## src/rtl/noc_pkg.sv

```systemverilog
`default_nettype none
// ============================================================================
// Module   : noc_pkg
// Purpose  : Shared NoC link constants and sender state type.
// Revision : 1.0 - initial release
// ============================================================================
package noc_pkg;

    localparam int PL_DEFAULT      = 8;
    localparam int CREDITS_DEFAULT = 4;

    localparam logic [PL_DEFAULT-1:0] EMPTY_FLIT = '0;

    typedef enum logic [0:0] {
        RUN   = 1'b0,
        FLUSH = 1'b1
    } sender_state_t;

endpackage
`default_nettype wire

```

## src/rtl/queue_link_sender_if.sv

```systemverilog
`default_nettype none
// ============================================================================
// Module   : queue_link_sender_if
// Purpose  : Queue-side and link-side signals of the link sender.
// Revision : 1.0 - initial release
// ============================================================================
interface queue_link_sender_if
    import noc_pkg::*;
#(
    parameter int PL = PL_DEFAULT
);
    logic [PL-1:0] queue_data;
    logic          queue_shift;
    logic          flush;
    logic [PL-1:0] link_data;
    logic          link_valid;
    logic          credit_return;

    modport master (
        input  queue_data,
        input  flush,
        input  credit_return,
        output queue_shift,
        output link_data,
        output link_valid
    );

    modport slave (
        output queue_data,
        output flush,
        output credit_return,
        input  queue_shift,
        input  link_data,
        input  link_valid
    );
endinterface
`default_nettype wire

```

## src/rtl/queue_link_sender_credit_counter.sv

```systemverilog
`default_nettype none
// ============================================================================
// Module   : credit_counter
// Purpose  : Saturating credit counter with sticky overflow flag.
// Revision : 1.0 - initial release
// ============================================================================
module credit_counter
    import noc_pkg::*;
#(
    parameter int CREDITS = CREDITS_DEFAULT,
    parameter int CW      = 3
) (
    input  wire logic          clk,
    input  wire logic          rst,
    input  wire logic          inc,
    input  wire logic          dec,
    output logic      [CW-1:0] count,
    output logic               overflow
);
    logic [CW-1:0] r_count;
    logic          r_overflow;

    // Simultaneous inc and dec cancel; an inc at full scale is an error.
    always_ff @(posedge clk or posedge rst) begin
        if (rst) begin
            r_count    <= CW'(CREDITS);
            r_overflow <= 1'b0;
        end else if (inc && !dec) begin
            if (r_count == CW'(CREDITS)) begin
                r_overflow <= 1'b1;
            end else begin
                r_count <= r_count + CW'(1);
            end
        end else if (dec && !inc && (r_count != '0)) begin
            r_count <= r_count - CW'(1);
        end
    end

    assign count    = r_count;
    assign overflow = r_overflow;
endmodule
`default_nettype wire

```

## src/rtl/queue_link_sender.sv

```systemverilog
`default_nettype none
// ============================================================================
// Module   : queue_link_sender
// Purpose  : Pops queue head flits onto a credit flow-controlled link.
// Revision : 1.0 - initial release
// ============================================================================
module queue_link_sender
    import noc_pkg::*;
#(
    parameter int PL        = PL_DEFAULT,
    parameter int CREDITS   = CREDITS_DEFAULT,
    parameter int CW        = 3,
    parameter int STALL_CYC = 16
) (
    input  wire logic           clk,
    input  wire logic           rst,
    queue_link_sender_if.master bus,
    output logic       [CW-1:0] credit_count,
    output logic                link_stall,
    output logic                credit_err,
    output logic       [15:0]   sent_count
);
    localparam int TW = $clog2(STALL_CYC + 1);

    sender_state_t r_state;
    sender_state_t w_next_state;

    logic          w_head;
    logic          w_send;
    logic          w_shift;
    logic          w_starve;
    logic [PL-1:0] r_link_data;
    logic          r_link_valid;
    logic [15:0]   r_sent_count;
    logic [TW-1:0] r_timer;
    logic          r_link_stall;
    logic [CW-1:0] w_credit_count;
    logic          w_credit_err;

    assign w_head   = (bus.queue_data != PL'(EMPTY_FLIT));
    assign w_starve = (r_state == RUN) && w_head && (w_credit_count == '0);

    always_ff @(posedge clk or posedge rst) begin
        if (rst) begin
            r_state <= RUN;
        end else begin
            r_state <= w_next_state;
        end
    end

    always_comb begin
        w_next_state = r_state;
        w_send       = 1'b0;
        w_shift      = 1'b0;
        unique case (r_state)
            RUN: begin
                w_send  = w_head && (w_credit_count != '0);
                w_shift = w_send;
                if (bus.flush) begin
                    w_next_state = FLUSH;
                end
            end
            FLUSH: begin
                w_shift = w_head;
                if (!bus.flush) begin
                    w_next_state = RUN;
                end
            end
            default: w_next_state = RUN;
        endcase
    end

    assign bus.queue_shift = w_shift & ~rst;

    // The link idles at zero whenever nothing is sent.
    always_ff @(posedge clk or posedge rst) begin
        if (rst) begin
            r_link_data  <= '0;
            r_link_valid <= 1'b0;
            r_sent_count <= '0;
        end else begin
            r_link_valid <= w_send;
            r_link_data  <= w_send ? bus.queue_data : '0;
            if (w_send) begin
                r_sent_count <= r_sent_count + 16'd1;
            end
        end
    end

    // Stall asserts on the same edge the timer reaches STALL_CYC.
    always_ff @(posedge clk or posedge rst) begin
        if (rst) begin
            r_timer      <= '0;
            r_link_stall <= 1'b0;
        end else if (w_starve) begin
            if (r_timer != TW'(STALL_CYC)) begin
                r_timer <= r_timer + TW'(1);
            end
            r_link_stall <= (r_timer >= TW'(STALL_CYC - 1));
        end else begin
            r_timer      <= '0;
            r_link_stall <= 1'b0;
        end
    end

    credit_counter #(
        .CREDITS (CREDITS),
        .CW      (CW)
    ) u_credit_counter (
        .clk      (clk),
        .rst      (rst),
        .inc      (bus.credit_return),
        .dec      (w_send),
        .count    (w_credit_count),
        .overflow (w_credit_err)
    );

    assign bus.link_data  = r_link_data;
    assign bus.link_valid = r_link_valid;
    assign credit_count   = w_credit_count;
    assign credit_err     = w_credit_err;
    assign link_stall     = r_link_stall;
    assign sent_count     = r_sent_count;
endmodule
`default_nettype wire

```

## src/flat_wrapper.sv

```systemverilog
// flat-port wrapper written by rule: the top's interface ports become plain ports
module queue_link_sender_flat import noc_pkg::*;
#(
    parameter int PL        = PL_DEFAULT,
    parameter int CREDITS   = CREDITS_DEFAULT,
    parameter int CW        = 3,
    parameter int STALL_CYC = 16
)
  (clk, rst, credit_count, link_stall, credit_err, sent_count, bus_queue_data, bus_flush, bus_credit_return, bus_queue_shift, bus_link_data, bus_link_valid);
  queue_link_sender_if #(.PL(PL)) bus_i ();
  input  wire logic clk;
  input  wire logic rst;
  output logic       [CW-1:0] credit_count;
  output logic link_stall;
  output logic credit_err;
  output logic       [15:0] sent_count;
  input wire logic [$bits(bus_i.queue_data)-1:0] bus_queue_data;
  input wire logic [$bits(bus_i.flush)-1:0] bus_flush;
  input wire logic [$bits(bus_i.credit_return)-1:0] bus_credit_return;
  output wire logic [$bits(bus_i.queue_shift)-1:0] bus_queue_shift;
  output wire logic [$bits(bus_i.link_data)-1:0] bus_link_data;
  output wire logic [$bits(bus_i.link_valid)-1:0] bus_link_valid;
  assign bus_i.queue_data = bus_queue_data;
  assign bus_i.flush = bus_flush;
  assign bus_i.credit_return = bus_credit_return;
  assign bus_queue_shift = bus_i.queue_shift;
  assign bus_link_data = bus_i.link_data;
  assign bus_link_valid = bus_i.link_valid;
  queue_link_sender #(.PL(PL), .CREDITS(CREDITS), .CW(CW), .STALL_CYC(STALL_CYC)) u_core (.clk(clk), .rst(rst), .bus(bus_i), .credit_count(credit_count), .link_stall(link_stall), .credit_err(credit_err), .sent_count(sent_count));
endmodule
```

## config.mk

```make
export PLATFORM = sky130hd
export DESIGN_NAME = queue_link_sender_flat
export DESIGN_NICKNAME = d
export VERILOG_FILES = /design/src/rtl/noc_pkg.sv /design/src/rtl/queue_link_sender_if.sv /design/src/rtl/queue_link_sender_credit_counter.sv /design/src/rtl/queue_link_sender.sv /design/src/flat_wrapper.sv
export SDC_FILE = /design/constraint.sdc
export NUM_CORES = 1
export LEC_CHECK = 0
export BUFFER_PORTS_ARGS = -buffer_cell sky130_fd_sc_hd__buf_2
export CAP_MARGIN = 30
export CORE_AREA = 2 2 64 66
export CTS_BUF_LIST = sky130_fd_sc_hd__clkbuf_16
export DETAILED_ROUTE_END_ITERATION = 7
export DIE_AREA = 0 0 66 68
export GPL_TIMING_DRIVEN = 0
export PLACE_DENSITY = 0.74
export SLEW_MARGIN = 20
export SYNTH_ARGS = -nofsm -noshare
export SYNTH_HDL_FRONTEND = slang
export SYNTH_SLANG_ARGS = --single-unit
```

## constraint.sdc

```tcl
create_clock -name clk -period 2.3 [get_ports clk]
set_input_delay 0.69 -clock clk [delete_from_list [all_inputs] [get_ports clk]]
set_output_delay 0.69 -clock clk [all_outputs]
set_load 0.1 [all_outputs]
```

==> results of run 1 <==
[state kept, by name, summed over array words and instances (netlist names)]
| name | cells |
|---|---|
| u_core.u_credit_counter.overflow | 1 |
| u_core.r_timer | 5 |
| u_core.bus.link_data | 8 |
| u_core.sent_count | 16 |
| u_core.bus.link_valid | 1 |
| u_core.link_stall | 1 |
| u_core.r_state | 1 |
| u_core.u_credit_counter.count | 3 |
[timing repair]
item	in CTS	in global routing
resized for setup	10	2
endpoints found under the setup margin	3	3
buffers inserted	2	1
pin swaps	5	3
[area by class of cell]
type | count | area, sq um | share of cell area [%]
tap | 50 | 62.56 | 2.889
buffer | 2 | 15.01 | 0.6932
multi-input combinational | 104 | 750.7 | 34.66
sequential | 36 | 908.4 | 41.94
timing repair buffer | 44 | 249.0 | 11.50
clock inverter | 3 | 13.76 | 0.6355
clock buffer | 5 | 125.1 | 5.777
inverter | 11 | 41.29 | 1.906
[power breakdown]
part	switching (uW)	internal, uW
combinational	1150	320
sequential	143	770
clock	244	393
total	1530	1480
[layer usage]
metal  up-vias  GRT usage (%)  routed length (um)
met2        23          25.76                1514
met3         6          4.605                 120
met5         -              0                   0
met1       596          22.35                1539
li1        629              -                   -
met4         0          8.163                  62
[path summary, 6_finish.rpt]
path	cells past startpoint	slack, ns	endpoint
max in group asynchronous	2	1.24	u_core.u_credit_counter.count[0]
max reg2reg	6	0.26	u_core.u_credit_counter.count[2]
min in group asynchronous	2	0.56	u_core.r_timer[4]
min	1	0.46	u_core.sent_count[15]
min reg2reg	1	0.46	u_core.sent_count[15]
max	5	-0.13	bus_queue_shift
[cell usage after synthesis (2+ instances only)]
library cell and instances:
buf_2 2, or3_1 2, nor2_1 10, nand3_1 5, o21ai_1 2, dfrtp_1 35, nor3_1 10, and2_1 8
or4_1 2, xnor2_1 8, inv_1 10, nand4_1 4, a21oi_1 4, xor2_1 11, nor4_1 4, ha_1 4
nand2_1 14
[stage by stage]
step                      setup slack, ns  utilization (%)  hold WS (ns)
final                             -0.1303            56.16        0.4609
after global placement            -0.5673            51.40        0.4506
after CTS                         -0.1676            56.10        0.4652
after detailed placement          -0.5917            51.40        0.4562
after global routing              -0.1572            56.16        0.4880
after floorplan                   -0.3531                -        0.5204
[kinds of logic (layout without fill, tap and decap cells)]
| kind of cell | count (synthesis) | in the layout | share of synthesized area, % |
|---|---|---|---|
| buffers and inverters | 15 | 65 | 3.964 |
| xor gates and xnor gates | 19 | 19 | 9.948 |
| muxes | 2 | 2 | 1.271 |
| AOI/OAI and AO/OA | 14 | 14 | 6.882 |
| and+or+nand+nor | 64 | 64 | 19.82 |
| DFF | 36 | 36 | 53.93 |
| adders and majority gates | 5 | 5 | 4.189 |
==> run metrics, run 1 <==
dominant delay contributor by cell family on the critical path=simple AND/OR/NAND/NOR gates; cell accounting for the most synthesized area=dfrtp_1; number of standard cells in the final layout excluding fillers=255; crit-path cells=buf_6 -> or4_4 -> nor2_4 -> nor3_4 -> buf_12; final routed DRC violation total=0; final total power=3015 uW; final total negative setup slack=-0.1885 ns; number of enable flip-flop cells after synthesis=0; total of max-cap violations=0; Hold Fails Final Rpt=0; CP max stage delay=just under 0.6 ns; overall via count from detail_route=1254; Avg Inst Size Synth=10.79 sq um; fraction of final layout cells with drive strength greater than 1=33.66%; pin count of the biggest net entering global routing=37; max frequency=411.5 MHz; clock transition at the registers of the reported paths=0.05 ns; register bit total from synthesis=36; synthesis-to-layout area growth=29.47%; final count of pins violating max slew=0; most used cells in the layout excluding fill and tap cells=39 x buf_2, 33 x dfrtp_1, 12 x nand2_1; DIE AREA=4488 sq um; final setup vio count=3; Worst Path Buf+Inv=2; dpl cell area=1982 sq um; DR iter-0 viols=40; final antenna-violating net count=0; Tightest Pin Transition=0.7147 ns; vias in the first global route=1211; # port buffers=just over 40; worst-skew pair later-pin latency=0.28 ns; number of levels in the clock H-tree=2; most common flop cell mapped by yosys=dfrtp_1; Fin Clk Skew=just over 0.006 ns; post-route worst setup slack=-0.1303 ns; Mapped Nets=172; top fanout value on the critical path=3; number of clock buffers inserted by TritonCTS=5; LEAKAGE=0.001069 uW; placed wire-length estimate=2299 um; clock tree from TritonCTS=done; Final min period=2.430 ns; detail-routed via count per cell=4.918; sum of routed wire length over all layers=between 3000 and 4000 um; Synth Cell Area=1673 sq um; unrepaired setup endpoints after global routing=true; total of fill cells in the finished design=356; CP endpoint kind=output pin; run status=finished, violations left; fin crit share=105.7%; Core Footprint=3856 sq um; antenna violations before repair=0; width of the chip=66 um; synth unique cells=37; most common cell after layout, fill and taps aside=buf_2; Initial Utilization=43.38%; Root Buffer Master=clkbuf_16; aggregate global routing overflow=0; critical hold path startpoint=u_core.sent_count[15]; number of iterations in the first detailed-routing pass=4; share of synthesized registers carrying an async set or reset=100.0%; sequential-to-total area share from yosys stat=53.93%; global-route wire length before repair=5595 um; Critical Path Source=bus_queue_data[6]; Chip Height=68 um; GRT Resource Usage Total=16.85%; cts hold-fix bufs=0; required time reported for the critical path endpoint=1.61 ns; Post-Synthesis Cells=~160; r2r startpoint=u_core.u_credit_counter.count[2]; mean routed wirelength per cell=12.70 um; I/O pin count=43; cell type of the slowest stage on the worst timing path=or4_4; clock tree sinks=36; critical path start-end classification=in2out; buffer depth of the longest clock path=2; final standard cell area without fillers=approximately 2200 sq um; Ys Warns=0; power density over cell area=~1400 nW/um^2; violated checks=setup timing; final weighted congestion of routability-driven global placement=0.7501; fraction of post-synthesis cell area in the top cell type by area=52.36%; ranking of synthesized cells by area=dfrtp_1 52%, xor2_1 5.8%, xnor2_1 4.2%; final-stage net count=approximately 220; tightest slew margin relative to the limit=52.29%; VDD IR-drop max=0.001136 V; Hold Crit Class=reg2reg; number of inserted diodes=0; launching element type of the critical path=primary input; Critical Path AT=1.74 ns; number of instances in the placed design=between 200 and 250; num rows=23
(Power assumes the default switching activity.)
==> run 2, diff against run 1 <==
PLACE_DENSITY = 0.72   (was 0.74)
clock period = 2.4 ns   (was 2.3 ns; I/O delays follow)
==> run 2 against run 1 <==
Effect of this change:
- the flow still finishes with violations (setup timing)
- sequential share of layout area fell by 0.097 points
- non-clock buffer count fell by 1
- via count rose by 1.1%
- critical path depth did not move
- hold slack got worse by 0.0015 ns
- worst setup slack improved by 0.055 ns
- utilization rose by 0.13 points
- combinational power fell by 5%
- wire length barely moved
- cell count fell by 0.39%
- largest power group unchanged
==> run metrics, run 2 (synthesis results as in run 1) <==
run status=finished, violations left; violated checks=setup timing; buffer depth of the longest clock path=2 (unchanged); Final min period=2.475 ns; clock tree sinks=36 (unchanged); final routed DRC violation total=0 (unchanged); I/O pin count=43 (unchanged); # port buffers=41 (unchanged); Hold Crit Class=reg2reg; Switching Share=50.65% (-0.20 points); num rows=23 (unchanged); DIE AREA=4488 sq um (unchanged); detailed-routed wire length on met2=1569 um (+3.6%); power density over cell area=1320 nW/um^2 (-5.2%); fraction of final layout cells with drive strength greater than 1=31.86% (-1.8 points); internal power=1414 uW (-4.6%); Chip Height=68 um (unchanged); Critical Path AT=1.75 ns (about the same); number of inserted diodes=0 (unchanged); number of iterations in the first detailed-routing pass=4 (unchanged); synthesis-to-layout area growth=29.77%; clock network fraction of design power=20.7% (-0.4 points); overall via count from detail_route=1268 (+1.1%); max frequency=404.1 MHz; Root Buffer Master=clkbuf_16; post-route worst setup slack=-0.07494 ns (+0.05538 ns); required time reported for the critical path endpoint=1.68 ns (+0.07 ns); final standard cell area without fillers=2171 sq um (+0.23%); global-route wire length before repair=5264 um (-5.9%); fin crit share=103.1%; LEAKAGE=0.001075 uW (+0.53%); sum of routed wire length over all layers=3240 um (about the same); most used cells in the layout excluding fill and tap cells=38 x buf_2, 33 x dfrtp_1, 12 x nand2_1; top fanout value on the critical path=5 (+2); pin count of the biggest net entering global routing=37 (unchanged); pre-CTS worst setup slack=-0.5059 ns (+0.08573 ns); width of the chip=66 um (unchanged); NetSw=1451 uW (-5.3%); clock tree from TritonCTS=done; detail-routed via count per cell=4.992 (+1.5%); Fin Clk Skew=0.003171 ns (-0.002945 ns); GRT Resource Usage Total=15.89% (-0.96 points); placed wire-length estimate=2306 um (+0.30%); mean routed wirelength per cell=12.76 um (+0.46%); Max Used Layer=met4; final count of pins violating max slew=0 (unchanged); antenna violations before repair=0 (unchanged); number of clock buffers inserted by TritonCTS=5 (unchanged); routed metal-1 wire length=1444 um (-6.2%); unrepaired setup endpoints after global routing=true; launching element type of the critical path=primary input; number of levels in the clock H-tree=2 (unchanged); most common cell after layout, fill and taps aside=buf_2; aggregate global routing overflow=0 (unchanged); worst-skew pair later-pin latency=0.27 ns (about the same); critical path start-end classification=in2out; CP endpoint kind=output pin; vias in the first global route=1162 (-4.0%); clock transition at the registers of the reported paths=0.05 ns (about the same); routed wire length on met3=166 um (+38%); Hold Fails Final Rpt=0 (unchanged); relative contribution of sequential cells to total power=30.6% (+0.3 points); Tightest Pin Transition=0.7241 ns (+0.009473 ns); Initial Utilization=43.38% (unchanged); DR iter-0 viols=70 (+75%); VDD IR-drop max=0.001171 V (+3.1%); final setup vio count=3 (unchanged); final-stage net count=220 (-0.45%); max FFs per register=16 (unchanged); Core Footprint=3856 sq um (unchanged); final antenna-violating net count=0 (unchanged); dpl cell area=1982 sq um (unchanged); tightest slew margin relative to the limit=51.65% (-0.63 points); total of max-cap violations=0 (unchanged); cts hold-fix bufs=0 (unchanged); Comb pwr share=48.7% (about the same); final weighted congestion of routability-driven global placement=0.7481 (-0.27%); total of fill cells in the finished design=345 (-3.1%)
[run 2: per-layer routing]
layer | track usage (%) | vias to the layer above
met1 | 19.36 | 610
met5 | 0 | -
met2 | 25.25 | 20
met4 | 6.888 | 0
li1 | - | 631
met3 | 6.250 | 7
[run 2: power by group through the flow]
| stage | logic [uW] | clock network [uW] | registers (uW) |
|---|---|---|---|
| finish | 1390 | 593 | 877 |
| global route | 1460 | 634 | 899 |
| CTS | 1400 | 608 | 876 |
| detailed placement | 1370 | 0 | 884 |
| global placement | 1360 | 0 | 884 |
| floorplan | 384 | 0 | 1640 |
[run 2: what timing repair did]
| item | in CTS | in global routing |
|---|---|---|
| buffers inserted | 1 | 1 |
| setup endpoints to repair | 3 | 3 |
| gates resized for setup | 10 | 2 |
| pin swaps | 5 | 1 |
[run 2: stage by stage]
| step | hold slack [ns] | cells | utilization (%) | setup TNS (ns) | power [uW] |
|---|---|---|---|---|---|
| 2_1_floorplan | 0.5204 | 155 | - | -0.7768 | 2026 |
| 3_3_place_gp | 0.4509 | 246 | 51.40 | -1.531 | 2240 |
| 3_5_place_dp | 0.4534 | 246 | 51.40 | -1.516 | 2256 |
| 4_1_cts | 0.4619 | 254 | 55.84 | -0.1461 | 2879 |
| 5_1_grt | 0.4845 | 254 | 56.29 | -0.2777 | 2997 |
| 6_report | 0.4595 | 254 | 56.29 | -0.1525 | 2865 |
[run 2: worst max-delay path, stage by stage]
cell and delay (ns):
buf_6 0.09, or4_4 0.59, nor2_4 0.13, nor3_4 0.05, buf_12 0.17
[run 2: cell type report]
type                       count  area, sq um  share of cell area, %
buffer                         2        15.01                 0.6916
clock buffer                   5        125.1                  5.764
clock inverter                 3        11.26                 0.5187
inverter                      11        41.29                  1.902
multi-input combinational    104        747.0                  34.41
sequential                    36        908.4                  41.84
tap                           50        62.56                  2.882
timing repair buffer          43        260.3                  11.99
[run 2: worst paths after layout]
kind	start	end	slack, ns	cells after the start
worst max-delay path	bus_queue_data[6]	bus_queue_shift	-0.07	5
worst min-delay path	u_core.sent_count[15]	u_core.sent_count[15]	0.46	1
worst max register to register	u_core.u_credit_counter.count[2]	u_core.u_credit_counter.count[2]	0.36	6
worst min register to register	u_core.sent_count[15]	u_core.sent_count[15]	0.46	1
max in group asynchronous	rst	u_core.u_credit_counter.count[1]	1.29	2
min in group asynchronous	rst	u_core.r_timer[1]	0.61	2
==> run 3, diff against run 2 <==
clock period = 2.89 ns   (was 2.4 ns; I/O delays follow)
==> run 3 against run 2 <==
Effect of this change:
- the run now ends clean
- utilization down 0.84 points
- cell count unchanged
- via count unchanged
- sequential power down 18%
- largest power group unchanged
==> run metrics, run 3 (synthesis results as in run 1) <==
most used cells in the layout excluding fill and tap cells=40 x buf_2, 33 x dfrtp_1, 13 x nand2_1; CP endpoint kind=output pin; final-stage net count=220 (unchanged); unrepaired setup endpoints after global routing=false; Final min period=about 2.9 ns; final weighted congestion of routability-driven global placement=0.7536 (+0.74%); global-route wire length before repair=5319 um (+1.0%); DR iter-0 viols=48 (-31%); Critical Path AT=1.99 ns (+0.24 ns); Comb pwr share=48.2% (-0.5 points); mean routed wirelength per cell=12.32 um (-3.4%); Switching Share=50.91% (+0.26 points); antenna violations before repair=0 (unchanged); clock tree from TritonCTS=done; most common cell after layout, fill and taps aside=buf_2; GRT Resource Usage Total=15.59% (-0.30 points); critical hold path startpoint=u_core.sent_count[15]; clock network fraction of design power=21.0% (+0.3 points); r2r startpoint=u_core.u_credit_counter.count[0]; clock transition at the registers of the reported paths=0.05 ns (about the same); max frequency=349.5 MHz; fraction of final layout cells with drive strength greater than 1=30.88% (-0.98 points); number of clock buffers inserted by TritonCTS=5 (unchanged); vias in the first global route=1209 (+4.0%); total of max-cap violations=0 (unchanged); post-layout util=55.45% (-0.84 points); VDD IR-drop max=0.001094 V (-6.6%); tightest slew margin relative to the limit=51.98% (+0.33 points); number of iterations in the first detailed-routing pass=4 (unchanged); run status=finished, final reports clean; final total power=2338 uW (-18%); Hold Fails Final Rpt=0 (unchanged); NetSw=1190 uW (-18%); power density over cell area=1094 nW/um^2 (-17%); total of fill cells in the finished design=356 (+3.2%); number of levels in the clock H-tree=2 (unchanged); required time reported for the critical path endpoint=2.02 ns (+0.34 ns); launching element type of the critical path=primary input; R2R Setup Slk=0.66 ns (+0.30 ns); synthesis-to-layout area growth=27.82%; final routed DRC violation total=0 (unchanged); placed wire-length estimate=2232 um (-3.2%); max FFs per register=16 (unchanged); Fin Clk Skew=0.002934 ns (-0.0002375 ns); LEAKAGE=0.001061 uW (-1.3%); sum of routed wire length over all layers=3129 um (-3.4%); Chip Height=68 um (unchanged); Initial Utilization=43.38% (unchanged); Core Footprint=3856 sq um (unchanged); worst reg2reg path endpoint=u_core.u_credit_counter.count[2]; final count of pins violating max slew=0 (unchanged); Tightest Pin Transition=0.7192 ns (-0.004929 ns); worst hold path endpoint=u_core.sent_count[15]; pin count of the biggest net entering global routing=37 (unchanged); aggregate global routing overflow=0 (unchanged); buffer depth of the longest clock path=2 (unchanged); Root Buffer Master=clkbuf_16; relative contribution of sequential cells to total power=30.8% (+0.2 points); width of the chip=66 um (unchanged); worst-skew pair later-pin latency=0.27 ns (about the same); number of inserted diodes=0 (unchanged); reg2reg path depth=6 (unchanged); internal power=1148 uW (-19%); detail-routed via count per cell=4.992 (unchanged); fin crit share=99.01%; # port buffers=41 (unchanged); top fanout value on the critical path=5 (unchanged); Hold Crit Class=reg2reg; number of stages on the worst hold path=1 (unchanged); I/O pin count=43 (unchanged); final antenna-violating net count=0 (unchanged); overall via count from detail_route=1268 (unchanged); DIE AREA=4488 sq um (unchanged); final setup vio count=0 (-3); clock tree sinks=36 (unchanged); num rows=23 (unchanged); critical path start-end classification=in2out
-- run 3: critical path, stage by stage --
cell and delay, ns:
buf_2 0.11, or4_4 0.53, buf_6 0.15, nor2_4 0.12
nor3_4 0.06, buf_12 0.17
-- run 3: through the flow --
step	hold WS, ns	setup slack [ns]	instance area, sq um	setup TNS (ns)	std cells
floorplan	0.5204	-0.001140	1702	-0.001140	155
CTS	0.4684	0.02284	2138	0	254
detailed placement	0.4577	-0.2025	1969	-0.5532	246
global route	0.4771	0.003130	2138	0	254
finish	0.4642	0.02859	2138	0	254
global placement	0.4537	-0.1960	1969	-0.5205	246
-- run 3: timing repair --
action | 4_1_cts | 5_1_grt
buffers inserted | 0 | 0
resized for setup | 9 | 0
gates cloned | 0 | 0
endpoints found under the setup margin | 1 | 1
hold buffers | 0 | 0
pin swaps | 0 | 1
-- run 3: final cells by class --
| class | count | area [sq um] | area share, % |
|---|---|---|---|
| clock inverter | 3 | 11.26 | 0.5266 |
| multi-input combinational | 104 | 735.7 | 34.41 |
| buffer | 4 | 37.54 | 1.755 |
| tap | 50 | 62.56 | 2.926 |
| timing repair buffer | 41 | 220.2 | 10.30 |
| inverter | 11 | 41.29 | 1.931 |
| sequential | 36 | 904.6 | 42.31 |
| clock buffer | 5 | 125.1 | 5.851 |
-- run 3: per-layer routing --
layer / up-vias / global-route usage (%) / routed length (um) / share of wire, %
li1: 631 / - / - / -
met1: 608 / 20.68 / 1435 / 46
met2: 24 / 24.49 / 1505 / 48
met3: 5 / 3.289 / 142 / 4.5
met4: 0 / 7.653 / 46 / 1.5
met5: - / 0 / 0 / 0
-- run 3: worst max-delay path by stage --
stage	start	to	slack (ns)	cells past startpoint
finish	bus_queue_data[5]	bus_queue_shift	0.03	6
global route	bus_queue_data[5]	u_core.u_credit_counter.count[2]	0.003	8
CTS	bus_queue_data[5]	bus_queue_shift	0.02	6
detailed placement	bus_queue_data[5]	u_core.u_credit_counter.count[2]	-0.20	8
global placement	bus_queue_data[5]	u_core.u_credit_counter.count[2]	-0.20	8
floorplan	u_core.u_credit_counter.count[2]	bus_queue_shift	-0.001	3
-- run 3: power groups by stage --
| stage | combinational, uW | clock, uW | sequential, uW |
|---|---|---|---|
| 4_1_cts | 1140 | 499 | 718 |
| 3_3_place_gp | 1110 | 0 | 725 |
| 5_1_grt | 1190 | 524 | 733 |
| 2_1_floorplan | 305 | 0 | 1360 |
| 3_5_place_dp | 1120 | 0 | 726 |
| 6_report | 1130 | 491 | 719 |
